**src/rtl/bit_serial_pkg.sv**
```systemverilog
// Shared types and helpers for the bit-serial sequencer.
// Zero-plane skipping is compiled in with BIT_SERIAL_ZERO_SKIP_EN.
package bit_serial_pkg;

  typedef enum logic [1:0] {
    IDLE  = 2'd0,
    SHIFT = 2'd1,
    SKIP  = 2'd2
  } ctrl_state_t;

  localparam int DEFAULT_DATA_WIDTH = 8;

  function automatic int idx_width(input int dw);
    return (dw > 1) ? $clog2(dw) : 1;
  endfunction

  // Lowest bit plane emitted for a left-aligned operand of the given precision.
  function automatic int calc_stop(input int prec, input int dw);
    return (prec == 0 || prec > dw) ? 0 : dw - prec;
  endfunction

endpackage

```
**src/rtl/bit_serial_seq_ctrl_lowest_set_finder.sv**
```systemverilog
// Priority encoder returning the lowest set bit of a plane mask.
// Provides the plane that carries the out_last marker.
module lowest_set_finder
  import bit_serial_pkg::*;
#(
  parameter int W  = DEFAULT_DATA_WIDTH,
  parameter int IW = idx_width(W)
) (
  input  logic [W-1:0]  vec,
  output logic [IW-1:0] low,
  output logic          found
);

  always_comb begin
    low   = '0;
    found = 1'b0;
    for (int j = W - 1; j >= 0; j--) begin
      if (vec[j]) begin
        low   = IW'(j);
        found = 1'b1;
      end
    end
  end

endmodule

```
**src/rtl/bit_serial_seq_ctrl.sv**
```systemverilog
// Load/step sequencer for one bit-serial register file column group, MSB first.
// Optional zero-plane skipping: define BIT_SERIAL_ZERO_SKIP_EN.
//
// state | meaning
// IDLE  | no operand held, ready for a load
// SHIFT | presenting plane idx to the PE array
// SKIP  | stepping past an all-zero plane without presenting it
module bit_serial_seq_ctrl
  import bit_serial_pkg::*;
#(
  parameter int DATA_WIDTH = DEFAULT_DATA_WIDTH,
  parameter int IDX_W      = idx_width(DATA_WIDTH)
) (
  input  logic                  clk,
  input  logic                  reset,
  input  logic                  in_valid,
  output logic                  in_ready,
  input  logic [IDX_W:0]        in_prec,
  input  logic [DATA_WIDTH-1:0] in_plane_nz,
  output logic                  rf_w_en,
  output logic                  rf_r_en,
  output logic                  out_valid,
  input  logic                  out_ready,
  output logic [IDX_W-1:0]      out_bit_idx,
  output logic                  out_first,
  output logic                  out_last,
  output logic                  busy
);

  localparam logic [IDX_W-1:0]      IDX_MSB  = IDX_W'(DATA_WIDTH - 1);
  localparam logic [DATA_WIDTH-1:0] MSB_ONLY = {1'b1, {(DATA_WIDTH-1){1'b0}}};

  ctrl_state_t           state;
  logic [IDX_W-1:0]      idx;
  logic [DATA_WIDTH-1:0] mask;
  logic                  first;

  logic [IDX_W-1:0]      stop_ld;
  logic [IDX_W-1:0]      idx_dec;
  logic [IDX_W-1:0]      low;
  logic                  found;
  logic [DATA_WIDTH-1:0] win;
  logic [DATA_WIDTH-1:0] load_mask;
  logic                  in_shift;
  logic                  accept;
  logic                  is_last;
  logic                  load;

  always_comb begin
    stop_ld = IDX_W'(calc_stop(int'(in_prec), DATA_WIDTH));
    win     = '0;
    for (int j = 0; j < DATA_WIDTH; j++) begin
      win[j] = (j >= int'(stop_ld));
    end
  end

`ifdef BIT_SERIAL_ZERO_SKIP_EN
  logic [DATA_WIDTH-1:0] nz_win;
  assign nz_win = in_plane_nz & win;
  // An operand with no set plane still produces one beat at the MSB.
  assign load_mask = (|nz_win) ? nz_win : MSB_ONLY;
`else
  logic unused_plane_nz;
  assign unused_plane_nz = ^in_plane_nz;
  assign load_mask = win;
`endif

  // The mask register holds exactly the planes to present; the last beat is its lowest bit.
  lowest_set_finder #(.W(DATA_WIDTH), .IW(IDX_W)) u_low (
    .vec   (mask),
    .low   (low),
    .found (found)
  );

  assign in_shift = (state == SHIFT);
  assign is_last  = in_shift & found & (idx == low);
  assign accept   = in_shift & out_ready;
  assign idx_dec  = idx - IDX_W'(1);

  assign in_ready    = (state == IDLE) | (accept & is_last);
  assign load        = in_valid & in_ready;
  assign rf_w_en     = load;
  assign rf_r_en     = (accept & ~is_last) | (state == SKIP);
  assign out_valid   = in_shift;
  assign out_bit_idx = in_shift ? idx : '0;
  assign out_first   = in_shift & first;
  assign out_last    = is_last;
  assign busy        = (state != IDLE);

  always_ff @(posedge clk) begin
    if (reset) begin
      state <= IDLE;
      idx   <= '0;
      mask  <= '0;
      first <= 1'b0;
    end else if (load) begin
      // A load on the last-beat cycle takes priority, giving bubble-free back-to-back operands.
      idx   <= IDX_MSB;
      first <= 1'b1;
      mask  <= load_mask;
`ifdef BIT_SERIAL_ZERO_SKIP_EN
      state <= load_mask[DATA_WIDTH-1] ? SHIFT : SKIP;
`else
      state <= SHIFT;
`endif
    end else begin
      case (state)
        SHIFT: begin
          if (out_ready) begin
            if (is_last) begin
              state <= IDLE;
            end else begin
              idx   <= idx_dec;
              first <= 1'b0;
`ifdef BIT_SERIAL_ZERO_SKIP_EN
              state <= mask[idx_dec] ? SHIFT : SKIP;
`endif
            end
          end
        end
        SKIP: begin
          idx <= idx_dec;
          if (mask[idx_dec]) state <= SHIFT;
        end
        default: state <= IDLE;
      endcase
    end
  end

endmodule

```
**config.mk**
```make
export PLATFORM = sky130hd
export DESIGN_NAME = bit_serial_seq_ctrl
export DESIGN_NICKNAME = d
export VERILOG_FILES = /design/src/rtl/bit_serial_pkg.sv /design/src/rtl/bit_serial_seq_ctrl_lowest_set_finder.sv /design/src/rtl/bit_serial_seq_ctrl.sv
export SDC_FILE = /design/constraint.sdc
export NUM_CORES = 1
export LEC_CHECK = 0
export CORE_MARGIN = 3
export CORE_UTILIZATION = 49
export DETAILED_ROUTE_END_ITERATION = 6
export PLACE_DENSITY = 0.9
export SLEW_MARGIN = 30
export SYNTH_ARGS = -nofsm -noshare
export SYNTH_HDL_FRONTEND = slang
export SYNTH_SLANG_ARGS = --single-unit
```
**constraint.sdc**
```tcl
create_clock -name clk -period 3.3 [get_ports clk]
set_clock_uncertainty 0.1 [all_clocks]
set_input_delay 0.66 -clock clk [delete_from_list [all_inputs] [get_ports clk]]
set_output_delay 0.66 -clock clk [all_outputs]
set_load 0.02 [all_outputs]
```
## Word-level counts from Yosys, hierarchy flattened

Index checks and enable logic that the tools add are counted.

- Bits in registers: 14

- Equality and inequality tests: 11
- Bitwise logic cells: 10
- Magnitude comparators: 9
- Reductions and logical operators: 12
- Muxes and demuxes: 33
- $add $sub $neg: 2

Operator list:

| kind | count |
|---|---|
| $mux W3 | 13 |
| $mux W1 | 14 |
| $reduce_and A3 Y1 | 4 |
| $ge A3 B3 Y1 const A | 3 |
| $and A1 B1 Y1 | 7 |
| $ge A1 B3 Y1 const A | 2 |
| $ge A2 B3 Y1 const A | 2 |
| $mux W2 | 3 |
| $ne A3 B2 Y1 const B | 2 |
| $ne A3 B3 Y1 const B | 2 |
| $pmux W3 S2 | 1 |
| $reduce_bool A2 Y1 | 3 |
| $gt A4 B4 Y1 const B | 1 |
| $logic_not A4 Y1 | 1 |
| $lt A3 B4 Y1 const B | 1 |
| $ne A2 B1 Y1 const B | 2 |
| $ne A2 B2 Y1 const B | 2 |
| $pmux W2 S2 | 1 |
| $bmux W1 S3 | 1 |
| $eq A3 B3 Y1 | 1 |
| $reduce_bool A3 Y1 | 1 |
| $sub A1 B3 Y3 const A | 1 |
| $sub A3 B1 Y3 const B | 1 |
| $eq A2 B1 Y1 const B | 1 |
| 6 further kinds | 7 |

## Depth between registers and ports, before layout

- Depth in word-level cells: 15
- Depth in mapped cells: 8
- Gate-level depth less buffers: 7

## Hierarchy

From an unflattened synthesis, not the netlist that was laid out.

- Cells, all modules: 98
- Area, all modules: 818.3 sq um

Modules (own cells, without submodules):

| module | cells an instance | seq. area each (sq um) | area an instance (sq um) | instances |
|---|---|---|---|---|
| bit_serial_seq_ctrl | 85 | 260.2 | 738.2 | 1 |
| lowest_set_finder | 13 | 0.0 | 80.1 | 1 |

## Worst setup path before layout

No wires, ideal clock.

- Kind: register to output
- From: register idx[2]
- To: output port rf_w_en
- Buffers on the path: 1
- Arrival: 1.703 ns
- Path slack: 0.837 ns
- Cell stages (with the launch flop): 8
- Cell sequence: dfxtp_1 buf_6 or4b_1 a2bb2oi_1 a41oi_1 o31a_2 nand2_1 inv_1

- Word-level cells in the longest chain between the ends: 5

Ends and longest elaborated chain:

| item | RTL line | text |
|---|---|---|
| start, declared | bit_serial_seq_ctrl.sv:34 | `logic [IDX_W-1:0] idx;` |
| start signal, assigned | bit_serial_seq_ctrl.sv:113 | `idx <= idx_dec;` |
| start signal, assigned | bit_serial_seq_ctrl.sv:122 | `idx <= idx_dec;` |
| $eq A3 B3 Y1 | bit_serial_seq_ctrl.sv:76 | `assign is_last = in_shift & found & (idx == low);` |
| $and A1 B1 Y1 | bit_serial_seq_ctrl.sv:76 |  |
| $and A1 B1 Y1 | bit_serial_seq_ctrl.sv:80 | `assign in_ready = (state == IDLE) \| (accept & is_last);` |
| $or A1 B1 Y1 | bit_serial_seq_ctrl.sv:80 |  |
| $and A1 B1 Y1 | bit_serial_seq_ctrl.sv:81 | `assign load = in_valid & in_ready;` |
| end, declared | bit_serial_seq_ctrl.sv:20 | `output logic rf_w_en,` |

Every way passes these cells.

## Worst setup path in the final report

- From: register idx[1]
- To: output port rf_w_en

The elaborated chain is that of the path after synthesis.

==> flow_summary.toml <==
[grt]
grt_max_degree = 15
grt_busiest_layer = "met2"
antenna_found_initial = 0
use_met2_pct = 31.90
grt_overflow = 0
grt_util_met3_pct = 3.374
grt_pass1_wl_um = 3484
gr-usage-all-layers_pct = 18.35
use_met1_pct = 21.24
grt_pass1_vias = 826

[yosys]
synth-seq-cells = 13
ys_types = 38
postSynthCellCount = 116
ys_top_cells_by_count = "nor2_1 (18), dfxtp_1 (13), inv_1 (11)"
syn_nets = 134
synth-edff-count = 0
synth_flop_cell = "dfxtp_1"
yosysMostFrequentCell = "nor2_1"
yosysTopAreaCell = "dfxtp_1"
async_reset_ff_share_pct = 0
ys_seq_area_share_pct = 29.25
ys_top_cells_by_area = "dfxtp_1 (29%), nor2_1 (7.6%), inv_1 (4.6%), a21oi_1 (4.5%), a211oi_1 (4.2%)"
synth.avg_cell_area_um2 = 7.669
synth_top_area_share_pct = 29.25
yosysWarnings = 0
syn_area_um2 = 889.6

[timing]
fin_tns_setup_ns = 0
setup_viol = 0
postLayoutSetupSlackWorst_ns = 0.1209
relSlewSlack_pct = 65.94
max_freq_mhz = 314.6
period_needed_ns = 3.179
hold_violations = 0
drv_slew = 0
tightest_slew_ns = 0.5093
rsz0062_at_grt = "no"
period_share_pct = 96.34

[floorplan]
die_w_um = 48.61
start_util_pct = 55.20
num_rows = 14
top_level_ports = 26
fp.dieH_um = 48.61
core_um2 = 1612
dieArea_um2 = 2363

[finish]
final_cell_area_um2 = 1126
fin_cells = 160
nets = 155
antenna_cells = 0
area_growth_pct = 26.58
drive_gt1_share_pct = 13.24

[detailed_routing]
vias_per_cell = 5.744
drt-wirelength-per-cell_um = 13.15
drtPass1Iterations = 4
drc_errors = 0
finalWirelength_um = 2104
vias = 919
drt-initial-drc-count = 27
ant_nets = 0

[setup_path]
critPathLaunchType = "register"
arrival_ns = 2.42
cpPeakStageDelay_ns = 0.59
path_cells = "or4b_1 > a2bb2oi_1 > a41oi_1 > o31a_2 > nand2_1 > inv_1 > clkdlybuf4s50_1"
worstPathMaxFanout = 5
slowest_stage = "clkdlybuf4s50_1"
reg2regPathDepth = 5
crit_required_ns = 2.54
endpoint_kind = "output pin"
path_class = "reg2out"

[clock_tree]
clk_path_buf_depth = 2
clock-sinks = 13
root_buffer = "clkbuf_4"
cts_max_level = 1
cts_setup_buffers = 0
cts_made_buffers = 3
tritoncts = "done"
clkTransAtPathRegs_ns = 0.08
clkLatencyLatePin_ns = 0.27

[placement]
place_area_um2 = 1090
gp_congestion = 0.8545
dp_slack_ns = 0.2163
hpwl_um = 1605
place_inst = 156
port-buffer-count = 17

[power]
peakVddDrop_uv = 295.6
p_total_uw = 559.8
p_leak_uw = 0.0004761
power.density_nw_per_um2 = 497.1

[flow_run]
maxCapViolations = 0

[min_path]
hold_depth = 2
hp-class = "reg2reg"

[status]
status = "finished clean"
## per-layer routing
| layer | part of all wire, % | vias up |
|---|---|---|
| met5 | 0 | - |
| met4 | 3.4 | 0 |
| met3 | 5.3 | 11 |
| met2 | 47 | 37 |
| met1 | 44 | 416 |
| li1 | - | 455 |
## logic make-up (layout without fill, tap and decap cells)
family / count (synthesis) / in the layout / synth area share (%)
adder cells (fa/ha/maj): 2 / 2 / 2.812
flip-flops: 13 / 13 / 29.25
AO/OA/AOI/OAI: 34 / 34 / 27.29
XOR/XNOR: 1 / 1 / 0.9847
AND/OR/NAND/NOR: 44 / 44 / 24.90
buffers and inverters: 18 / 38 / 9.704
multiplexers: 4 / 4 / 5.063
## cells in the final DEF (no fill, tap or decap), types with 3 or more instances in the layout
cell type,Yosys,layout
a211oi_1,5,5
mux2i_1,3,3
nor3_1,4,4
nand2_1,5,5
dfxtp_1,13,13
clkdlybuf4s50_1,0,16
o21ai_0,6,6
clkbuf_4,0,3
nand2b_1,5,5
nor2_1,18,18
inv_1,11,11
buf_4,3,6
a21oi_1,8,8
o21a_1,4,4
## per-stage QoR
step | hold slack (ns) | util [%]
floorplan | 0.3514 | -
global placement | 0.3873 | 67.62
detailed placement | 0.4009 | 67.62
CTS | 0.4124 | 69.33
global route | 0.4346 | 69.88
finish | 0.4083 | 69.88
## where the power goes
part,internal (µW),switching (µW)
registers,181,25.7
logic,125,132
clock network,44.9,51.2
total,351,209
## critical path: cells and delay by family (launching register included)
family	cells	cell delay [ns]
buf+inv	2	0.65
compound gates	3	0.56
simple gates	2	0.52
flops	1	0.42
## sequential cells by signal, indices dropped and copies added, names as in the netlist
signal  cells
first       1
state       1
idx         3
mask        8
## what timing repair did
| item | CTS | global route |
|---|---|---|
| endpoints found under the setup margin | 0 | 2 |
| gates resized for setup | 0 | 2 |
| hold buffers | 0 | 0 |
| endpoints found under the hold margin | 0 | 0 |
## final cells by class
class / instances / area [µm²]
Multi-Input combinational cell: 85 / 549.3
Sequential cell: 13 / 260.3
Tap cell: 24 / 30.03
Inverter: 11 / 41.29
Clock inverter: 1 / 5.005
Fill cell: 138 / 485.5
Timing Repair Buffer: 23 / 217.7
Clock buffer: 3 / 22.52
## final timing paths
check                           startpoint  slack, ns  endpoint
worst max-delay path                idx[1]       0.12   rf_w_en
worst min-delay path                 first       0.41     first
worst max register to register      idx[1]       1.21    idx[1]
worst min register to register       first       0.41     first
Power figures use the tool's default switching activity.
==> RTL edit 1: new RTL, same flow settings <==
The option `BIT_SERIAL_ZERO_SKIP_EN` is turned on by a define.
--- a/src/rtl/bit_serial_seq_ctrl.sv
+++ b/src/rtl/bit_serial_seq_ctrl.sv
@@ -5,6 +5,8 @@
 // IDLE  | no operand held, ready for a load
 // SHIFT | presenting plane idx to the PE array
 // SKIP  | stepping past an all-zero plane without presenting it
+`define BIT_SERIAL_ZERO_SKIP_EN
+
 module bit_serial_seq_ctrl
   import bit_serial_pkg::*;
 #(
Function: changed (Yosys sat finds a counterexample within 4 cycles, from zero or initial values and one cycle with reset high).
==> RTL edit 1 against the unedited design <==
  * Cell area grew 23%
  * Power down 11%
  * Combinational power is 22% lower
  * Fmax barely moved
  * Worst setup slack gained 1.5 ps
  * Hold slack got worse by 3.9 ps
  * Via count is 17% higher
  * Non-clock buffer count rose by 5
  * Routed wire length is 25% higher
  * Sequential cell count increased by 1
  * Synthesized area up 21%
  * Critical path type unchanged
  * Largest cell class unchanged
==> RTL edit 1: results (changes against the unedited design) <==
CTS resizes=2 (+2); r2r startpoint=idx[0]$_SDFFE_PP0P_; port bufs=25 (+8); Unique masters post-synth=41 (+7.9%); reg-to-reg setup timing slack=820 ps (-390 ps); GRT Util Overall=21.0% (+2.7 points); routability cong.=0.817 (-4.4%); Synth Area in XOR/XNOR=2.45% (+1.5 points); commonest cells in the netlist=14 x dfxtp_1, 14 x nand2_1, 13 x a21oi_1, 11 x inv_1, 9 x nor2_1; Post-Syn Area=0.00107 sq mm (+21%); outcome=complete, no violations; compound-cell area share of the yosys netlist=22.5% (-4.8 points); part of the Yosys area used for sequential elements=26.1% (-3.1 points); NonClk Buf Share=19.8% (+0.45 points); layout net count=182 (+17%); clk tree area frac=1.63% (-0.82 points); Yosys reg bits=14 (+1); ranking of synthesized cells by area=dfxtp_1 26%, a21oi_1 6.1%, ha_1 5.8%; biggest regs=mask (8), idx (3), state (2); Non-CTS buffers=28 (+22%); power density over the cells=360 mW/mm^2 (-28%); CP delay by family, top=compound AO/OA/AOI/OAI gates; CP Max Fanout=7 (+2); adder and majority cell fraction of the synthesized area=5.83% (+3.0 points); Critical path origin=mask[6]$_SDFFE_PP0P_; area of the multi-input gates=733 sq um (+33%); final hold slack=404 ps (-3.92 ps); Syn Nets=154 (+15%); worst rel slew slack=67.2% (+1.2 points); Fillers=182 (+32%); total area of sequential cells=280 sq um (+7.7%)
[RTL edit 1: cell types whose count changed in the layout (fill, tap and decap cells not counted), sizes merged, moves of 5 or more]
| cell | change |
|---|---|
| a211oi | -5 |
| a21oi | +5 |
| clkdlybuf4s50 | +7 |
| nand2 | +9 |
| nand3 | +5 |
| nor2 | -9 |
[RTL edit 1: worst paths after layout]
check	end	cells after the start
max reg2reg	state[0]$_SDFFE_PP0P_	8
min reg2reg	first$_SDFFE_PP0P_	2
min	first$_SDFFE_PP0P_	2
max	rf_r_en	7
[RTL edit 1: where the power goes]
| group | internal (mW) | switching, mW |
|---|---|---|
| sequential | 0.184 | 0.0228 |
| clock | 0.0422 | 0.0485 |
| combinational | 0.102 | 0.0993 |
[RTL edit 1: routing by layer]
metal	wire length (microns)	up-vias	global-route usage, %
met1	1110	514	23.4
li1	-	537	-
met2	1380	26	40.1
met4	27	0	8.94
met3	105	2	1.42
met5	0	-	0
==> RTL edit 2: new RTL, config.mk and constraints unchanged <==
Made on the original files. Make the reset (`reset`) asynchronous in one clocked block.
--- a/src/rtl/bit_serial_seq_ctrl.sv
+++ b/src/rtl/bit_serial_seq_ctrl.sv
@@ -87,7 +87,7 @@
   assign out_last    = is_last;
   assign busy        = (state != IDLE);
 
-  always_ff @(posedge clk) begin
+  always_ff @(posedge clk or posedge reset) begin
     if (reset) begin
       state <= IDLE;
       idx   <= '0;
Function: differs if reset is asserted again (counterexample within 4 cycles, from zero or initial values and one cycle with reset high); with reset held inactive, the same outputs for 10 cycles.
==> RTL edit 2 against the unedited design <==
  * Routed wire length down 11%
  * Sequential share of layout area up 7.2 points
  * Largest cell class unchanged
  * Cell area down 4.4%
  * Worst setup slack worse by 30 ps
  * Synthesized area down 3.8%
  * First-iteration DRC count down 67%
  * Sequential cell count unchanged
  * Register-to-register slack worse by 250 ps
  * Synthesized cell count down 24%
  * Highest routed layer unchanged
  * Cell count down 23%
  * Critical endpoint is now in_ready
  * Count of clock-buffer cells in the layout up 1
Power is not compared: it rests on default switching activity, and its combinational part moved more than twofold at a synthesized area within 25%.
==> RTL edit 2: results (changes against the unedited design) <==
met3 Resource Use GR=6.77% (+3.4 points); HPWL Detailed=1470 microns (-8.6%); outcome=complete, no violations; Most used DFF post-synth=dfrtp_1; Worst Reg-to-Reg Cells=7 (+2); max incr delay on CP=610 ps (+20 ps); CP delay by family, top=simple AND/OR/NAND/NOR gates; critical path arrival=2450 ps (+30 ps); pre-CTS WS=295 ps (+78.4 ps); Unique masters post-synth=41 (+7.9%); r2r startpoint=mask[1]$_DFFE_PP0P_; worst reg2reg path endpoint=mask[2]$_DFFE_PP0P_; largest net degree at the start of global routing=14 (-1); multi-input gate share of total cell area=44.7% (-4.1 points); layout net count=127 (-18%); first-pass GRT wire length=2990 microns (-14%); compound-cell area share of the yosys netlist=24.3% (-3.0 points); syn avg cell area=9.73 sq um (+27%); multi-input gates=63 (-26%); global routing usage on met1=26.7% (+5.4 points); met3 wire length=63 microns (-43%); adder and majority cell fraction of the synthesized area=2.92% (+0.11 points); worst rel slew slack=66.4% (+0.42 points); global routing usage on met2=27.2% (-4.7 points); routability cong.=0.868 (+1.6%)
-- RTL edit 2: changes by cell type after synthesis, sizes merged, moves of 3 or more --
cell,before,now
dfrtp,0,13
o21ai,6,3
buf,5,1
nor2,18,11
a21oi,8,4
dfxtp,13,0
nand2b,5,1
a211oi,6,0
mux2,1,4
-- RTL edit 2: how the worst min path moves through the flow --
stage / from / slack [ps] / cells past startpoint / to
2_1_floorplan: mask[7]$_DFFE_PP0P_ / 360 / 1 / mask[7]$_DFFE_PP0P_
5_1_grt: first$_DFFE_PP0P_ / 440 / 2 / first$_DFFE_PP0P_
3_5_place_dp: mask[7]$_DFFE_PP0P_ / 390 / 1 / mask[7]$_DFFE_PP0P_
4_1_cts: mask[7]$_DFFE_PP0P_ / 410 / 1 / mask[7]$_DFFE_PP0P_
6_report: mask[7]$_DFFE_PP0P_ / 410 / 1 / mask[7]$_DFFE_PP0P_
3_3_place_gp: first$_DFFE_PP0P_ / 380 / 2 / first$_DFFE_PP0P_
